### config.mk
export PLATFORM = sky130hd
export DESIGN_NAME = sha256_hdr_seq
export DESIGN_NICKNAME = d
export VERILOG_FILES = /design/src/rtl/sha256_hdr_seq.sv
export SDC_FILE = /design/constraint.sdc
export NUM_CORES = 2
export LEC_CHECK = 0
export ABC_AREA = 0
export BUFFER_PORTS_ARGS = -buffer_cell sky130_fd_sc_hd__clkbuf_2
export CAP_MARGIN = 20
export CORE_AREA = 2 2 745 747
export DETAILED_ROUTE_END_ITERATION = 6
export DIE_AREA = 0 0 747 749
export PLACE_DENSITY_LB_ADDON = 0.25
export SLEW_MARGIN = 20
export SYNTH_ARGS = -nofsm -noshare
export SYNTH_HDL_FRONTEND = slang
export SYNTH_SLANG_ARGS = --single-unit
export TNS_END_PERCENT = 50
### constraint.sdc
create_clock -name clk -period 1.9 [get_ports clk]
set_clock_uncertainty 0.1 [all_clocks]
set_input_delay 0.38 -clock clk [delete_from_list [all_inputs] [get_ports clk]]
set_output_delay 0.38 -clock clk [all_outputs]
set_load 0.005 [all_outputs]
### src/rtl/sha256_hdr_seq.sv
// Sequences an external SHA-256 compression core over an 80-byte header; SHA256_HDR_DOUBLE_EN adds the second hash.
// Latency: done 137 cycles after start (205 with SHA256_HDR_DOUBLE_EN), 68 cycles per core pass.
// Backpressure: none; start is a request sampled only in IDLE, and starts while busy are dropped.
module sha256_hdr_seq (
    input  logic         clk,
    input  logic         rst,
    input  logic         start,
    input  logic [639:0] header,
    output logic         busy,
    output logic         done,
    output logic [255:0] digest,
    output logic         core_enable,
    output logic [511:0] core_data,
    output logic [255:0] core_current_hash,
    input  logic [255:0] core_hash,
    input  logic         core_hash_done
);
    localparam logic [255:0] SHA_IV =
        256'h6a09e667_bb67ae85_3c6ef372_a54ff53a_510e527f_9b05688c_1f83d9ab_5be0cd19;

    typedef enum logic [2:0] {
        IDLE,
        LOAD1,
        WAIT1,
        LOAD2,
        WAIT2,
`ifdef SHA256_HDR_DOUBLE_EN
        LOAD3,
        WAIT3,
`endif
        FIN
    } state_t;

    state_t       state;
    state_t       state_nxt;
    logic         hdr_ld;
    logic         h1_ld;
    logic         dig_ld;
    logic [639:0] hdr_q;
    logic [255:0] h1_q;
    logic [255:0] digest_q;
`ifdef SHA256_HDR_DOUBLE_EN
    logic         h2_ld;
    logic [255:0] h2_q;
`endif

    always_ff @(posedge clk) begin
        if (rst) begin
            state <= IDLE;
        end else begin
            state <= state_nxt;
        end
    end

    // core_hash_done is a level that stays high into the next LOAD, so only WAIT states look at it
    always_comb begin
        state_nxt   = state;
        busy        = 1'b1;
        done        = 1'b0;
        core_enable = 1'b0;
        hdr_ld      = 1'b0;
        h1_ld       = 1'b0;
        dig_ld      = 1'b0;
`ifdef SHA256_HDR_DOUBLE_EN
        h2_ld       = 1'b0;
`endif
        case (state)
            IDLE: begin
                busy = 1'b0;
                if (start) begin
                    hdr_ld    = 1'b1;
                    state_nxt = LOAD1;
                end
            end
            LOAD1: begin
                core_enable = 1'b1;
                state_nxt   = WAIT1;
            end
            WAIT1: begin
                if (core_hash_done) begin
                    h1_ld     = 1'b1;
                    state_nxt = LOAD2;
                end
            end
            LOAD2: begin
                core_enable = 1'b1;
                state_nxt   = WAIT2;
            end
            WAIT2: begin
                if (core_hash_done) begin
`ifdef SHA256_HDR_DOUBLE_EN
                    h2_ld     = 1'b1;
                    state_nxt = LOAD3;
`else
                    dig_ld    = 1'b1;
                    state_nxt = FIN;
`endif
                end
            end
`ifdef SHA256_HDR_DOUBLE_EN
            LOAD3: begin
                core_enable = 1'b1;
                state_nxt   = WAIT3;
            end
            WAIT3: begin
                if (core_hash_done) begin
                    dig_ld    = 1'b1;
                    state_nxt = FIN;
                end
            end
`endif
            FIN: begin
                done      = 1'b1;
                state_nxt = IDLE;
            end
            default: state_nxt = IDLE;
        endcase
    end

    // Block 2 carries the header tail, the 0x80 pad byte, zero fill and the 640-bit length
    always_comb begin
        core_data         = hdr_q[639:128];
        core_current_hash = SHA_IV;
        case (state)
            LOAD2, WAIT2: begin
                core_data         = {hdr_q[127:0], 32'h8000_0000, 288'd0, 64'd640};
                core_current_hash = h1_q;
            end
`ifdef SHA256_HDR_DOUBLE_EN
            LOAD3, WAIT3: begin
                core_data         = {h2_q, 32'h8000_0000, 160'd0, 64'd256};
                core_current_hash = SHA_IV;
            end
`endif
            default: ;
        endcase
    end

    always_ff @(posedge clk) begin
        if (rst) begin
            hdr_q    <= '0;
            h1_q     <= '0;
            digest_q <= '0;
`ifdef SHA256_HDR_DOUBLE_EN
            h2_q     <= '0;
`endif
        end else begin
            if (hdr_ld) hdr_q <= header;
            if (h1_ld) h1_q <= core_hash;
`ifdef SHA256_HDR_DOUBLE_EN
            if (h2_ld) h2_q <= core_hash;
`endif
            if (dig_ld) digest_q <= core_hash;
        end
    end

    assign digest = digest_q;

endmodule
=== Word level (Yosys, flattened, before mapping) ===
Index checks and enable logic that the tools add are counted.

* Eq/ne operators: 8
* Mux-type cells: 14
* Reduce and logical (&&, ||, !) cells: 4

{| class="wikitable"
|+ Operator list
! kind !! number
|-
| two-way mux 512 bit || 1
|-
| two-way mux 256 bit || 1
|-
| one-hot mux 3 bit (5 select lines) || 1
|-
| two-way mux 3 bit || 3
|-
| two-way mux 1 bit || 8
|-
| equality test 3 x 2 -> 1 bit (second input constant) || 2
|-
| equality test 3 bit (second input constant) || 2
|-
| != test 2 bit (second input constant) || 3
|-
| OR reduction 2 bit || 2
|-
| equality test 3 x 1 -> 1 bit (second input constant) || 1
|-
| zero test 3 bit || 1
|-
| AND reduction 3 bit || 1
|}

* Bits in registers: 1155
* Logic and storage cells: 30

=== Logic depth before layout (Yosys ltp) ===
* Depth after elaboration: 3
* Mapped depth: 7

=== Least setup slack after synthesis ===
Ideal clock, no wire load.

* Path kind: register to output
* Start: reg state[0]
* End: out core_data[284]
* Arrival time: 1.419 ns
* Required time: 1.420 ns
* Path slack: 0.001 ns
* Stages on the path, launching flop included: 8
* Path buffers: 4
* Path through: dfxtp_1 buf_2 nor2_1 mux2i_1 buf_2 buf_2 clkbuf_2 and2_1

* Longest elaborated chain between the ends: 3

{| class="wikitable"
|+ RTL lines
! item !! RTL line !! text
|-
| start: declaration || 34 || <nowiki>state_t state;</nowiki>
|-
| start signal: assignment || 51 || <nowiki>state <= state_nxt;</nowiki>
|-
| equality test 3 x 2 -> 1 bit / equality test 3 bit (equally long branches) || 124 || <nowiki>case (state)</nowiki>
|-
| OR reduction 2 bit * || 124 ||
|-
| two-way mux 512 bit * || 124 ||
|-
| end: declaration || 13 || <nowiki>output logic [511:0] core_data,</nowiki>
|}

Every way passes the cells marked *; elsewhere a longest branch is shown, timed or not.

=== Worst setup path after layout ===
* Start: reg state[0]
* End: out core_data[293]

The elaborated chain is that of the path after synthesis.

==> flow_metrics.tcl <==
set metrics [dict create \
    nFillCells 63300 \
    synth_seq_area_share 0.472 \
    synth_xor_area_frac 0.000179 \
    regArea_um2 23100 \
    violations "negative setup slack" \
    die_area_um2 560000 \
    rows 273 \
    tns_ns -1244.17 \
    grt.total_usage 0.161 \
    multiInputGateArea_um2 23600 \
    mostFrequentLayoutCells "nand2_1 (2304), clkbuf_2 (1768), a21oi_1 (1153)" \
    path_max_fanout 7 \
    cts_htree_levels 4 \
    synth_compound_area_frac 0.174 \
    grt_setup_unrepaired "true" \
    power_mw 76.8 \
    gp_congestion 0.947 \
    grt_pass1_wl_mm 597 \
    antenna_left 0 \
    antenna_found_initial 360 \
    routed_wl_mm 479 \
    io_buffers 1926 \
    area_delta_synth_final_pct 84.3 \
    clk_pin_slew_worst_paths_ns 0.06 \
    hpwl_mm 396 \
    fmax_mhz 313 \
    syn_inst 6484 \
    cts_tree "done" \
    ios 1927 \
    synth_edf_count 0 \
    required_ns 1.42 \
    core_um2 551000 \
    min_path_type "in -> reg" \
    final_common_cell "nand2_1" \
    worstSetupEndpointType "output port" \
    synth.avg_cell_area_um2 7.55 \
    synth-seq-cells 1155 \
    drt_iter0_markers 5030 \
    vias 60600 \
    setup-violations-final 1970 \
    drc 0 \
    clock-sinks 1155 \
    grt_max_degree 109 \
    vias_per_cell 3.55 \
    min_period_ns 3.19 \
    slew_viol_final 0 \
    hold_violations 0 \
    p_per_area_nw_per_um2 851 \
    outcome "finished, violations left" \
    crit_arrival_ns 2.71 \
    worst_pin_slew_ns 0.614 \
    synth_area_um2 49000 \
    die_w_um 747 \
    synth_adder_area_share 0 \
    drive_gt1_frac 0.313 \
    finish.net_count 10500 \
    async_flop_share 0 \
    fin_crit_sh 1.68 \
    relSlewSlack 0.589 \
    timing.final.ws_setup_ns -1.29 \
    yosys_warnings 0 \
    wl_per_cell_um 28.0 \
    die_y_um 749 \
    dr.pass1.iters 5 \
    synth_mux_area_frac 0.000409 \
    setup.worst_path.start_class "register" \
    cts_buffer_depth 4 \
    initial_core_util 0.0888 \
    insertion_delay_ns 0.85 \
    leakage_nw 35.4 \
    ir_drop_mv 0.526 \
    synth-main-ff-cell "dfxtp_1" \
    numCtsBuffers 162 \
    grt-ovfl-total 0 \
    grt_pass1_vias 58200 \
    synth_fp_nets 7384 \
    synth_top_family_by_area "simple AND/OR/NAND/NOR gates" \
    root_buffer "clkbuf_16" \
    synthSimpleGateAreaFrac 0.291 \
    crit_type "reg -> out" \
    drv_cap 0 \
    ys_types 34 \
]
==> critical path: stages (launching register included) <==
cell and delay (ns):
dfxtp_2 0.35, and2_4 0.21, mux2i_4 0.23, buf_12 0.16
buf_16 0.17, buf_12 0.14, buf_16 0.12, buf_4 0.11
and2_1 0.16, buf_2 0.15
==> layer usage <==
layer / wire, um / share of wire / track usage / vias up
li1: - / - / - / 27700
met1: 188000 / 0.39 / 0.187 / 29200
met2: 227000 / 0.47 / 0.274 / 2847
met3: 40600 / 0.085 / 0.0516 / 739
met4: 22100 / 0.046 / 0.0600 / 96
met5: 620 / 0.0013 / 0 / -
==> cell families (layout without fill, tap and decap cells) <==
logic type             count (synthesis)  in the layout
AO/OA/AOI/OAI                       1539           1539
XOR/XNOR                               1              1
buffers and inverters                585           3783
flip-flops                          1155           1155
multiplexers                           2              2
other                                  0            120
AND/OR/NAND/NOR                     3202           3202
==> per-stage QoR <==
| step | setup slack, ns | hold WS, ns | std cells | utilization | instance area, um2 |
|---|---|---|---|---|---|
| 5_1_grt | -1.44 | 0.0635 | 17000 | 0.164 | 90100 |
| 6_report | -1.29 | 0.164 | 17100 | 0.164 | 90300 |
| 2_1_floorplan | 0.000509 | 0.331 | 6484 | - | 49000 |
| 3_5_place_dp | -0.928 | 0.342 | 15700 | 0.132 | 72500 |
| 3_3_place_gp | -0.967 | 0.337 | 15700 | 0.132 | 72500 |
| 4_1_cts | -1.40 | 0.00723 | 16900 | 0.160 | 88400 |
==> power breakdown <==
part / total (mW) / leakage [nW] / switching [mW] / internal, mW
Combinational: 18.6 / 23.5 / 10.4 / 8.26
Sequential: 27.4 / 9.41 / 1.72 / 25.7
Clock: 30.8 / 2.52 / 13.4 / 17.4
==> worst paths after layout <==
path / cells after the start / to / start / slack, ns
worst max-delay path: 9 / core_data[293] / state[0] / -1.29
worst min register to register: 2 / h1_q[122] / h1_q[122] / 0.35
worst max register to register: 7 / digest[227] / state[1] / -0.55
worst min-delay path: 4 / hdr_q[437] / header[437] / 0.16
==> sequential cells by signal, summed over array words and instances, names as in the netlist <==
name / count
hdr_q: 640
digest: 256
h1_q: 256
state: 3
==> cell usage after synthesis (2+ instances only) <==
master     instances  area share
a211oi_1         127       0.019
o32ai_1           15      0.0027
clkbuf_1         270       0.021
or2_1            110       0.014
nor2_1            18      0.0014
buf_6             66       0.015
nand2b_1           5     0.00064
nand2_1         2305        0.18
o22ai_1          128       0.016
buf_1             32      0.0025
nor4bb_1           2     0.00041
clkbuf_2          38      0.0039
a21oi_1         1153        0.12
o31ai_1          112       0.017
and2_1           382       0.049
dfxtp_1         1155        0.47
or2_2             27      0.0034
buf_4             32      0.0049
nor3_1           114       0.012
mux2i_1            2     0.00041
nand4bb_1          2     0.00046
buf_2            146       0.015
nand3b_1         113       0.017
nor2b_1          120       0.015
==> layout make-up <==
| class | count | area share |
|---|---|---|
| diodes | 120 | 0.00333 |
| flip-flops and latches | 1155 | 0.256 |
| repair inverters | 1 | 0.000222 |
| clock inverters | 48 | 0.00571 |
| multi-input cells | 4744 | 0.261 |
| inverters | 1 | 0.000222 |
| well taps | 7287 | 0.101 |
| clock buffers | 235 | 0.0515 |
| repair buffers | 3498 | 0.320 |
==> repair_timing <==
action / 4_1_cts / 5_1_grt
buffers inserted: 34 / 47
hold endpoints to repair: 1153 / 0
pin swaps: 34 / 23
gates resized for setup: 158 / 213
endpoints found under the setup margin: 2137 / 2121
hold buffers: 899 / 0
gates cloned: 24 / 19
Note: power is estimated with default switching activity, not from simulation.
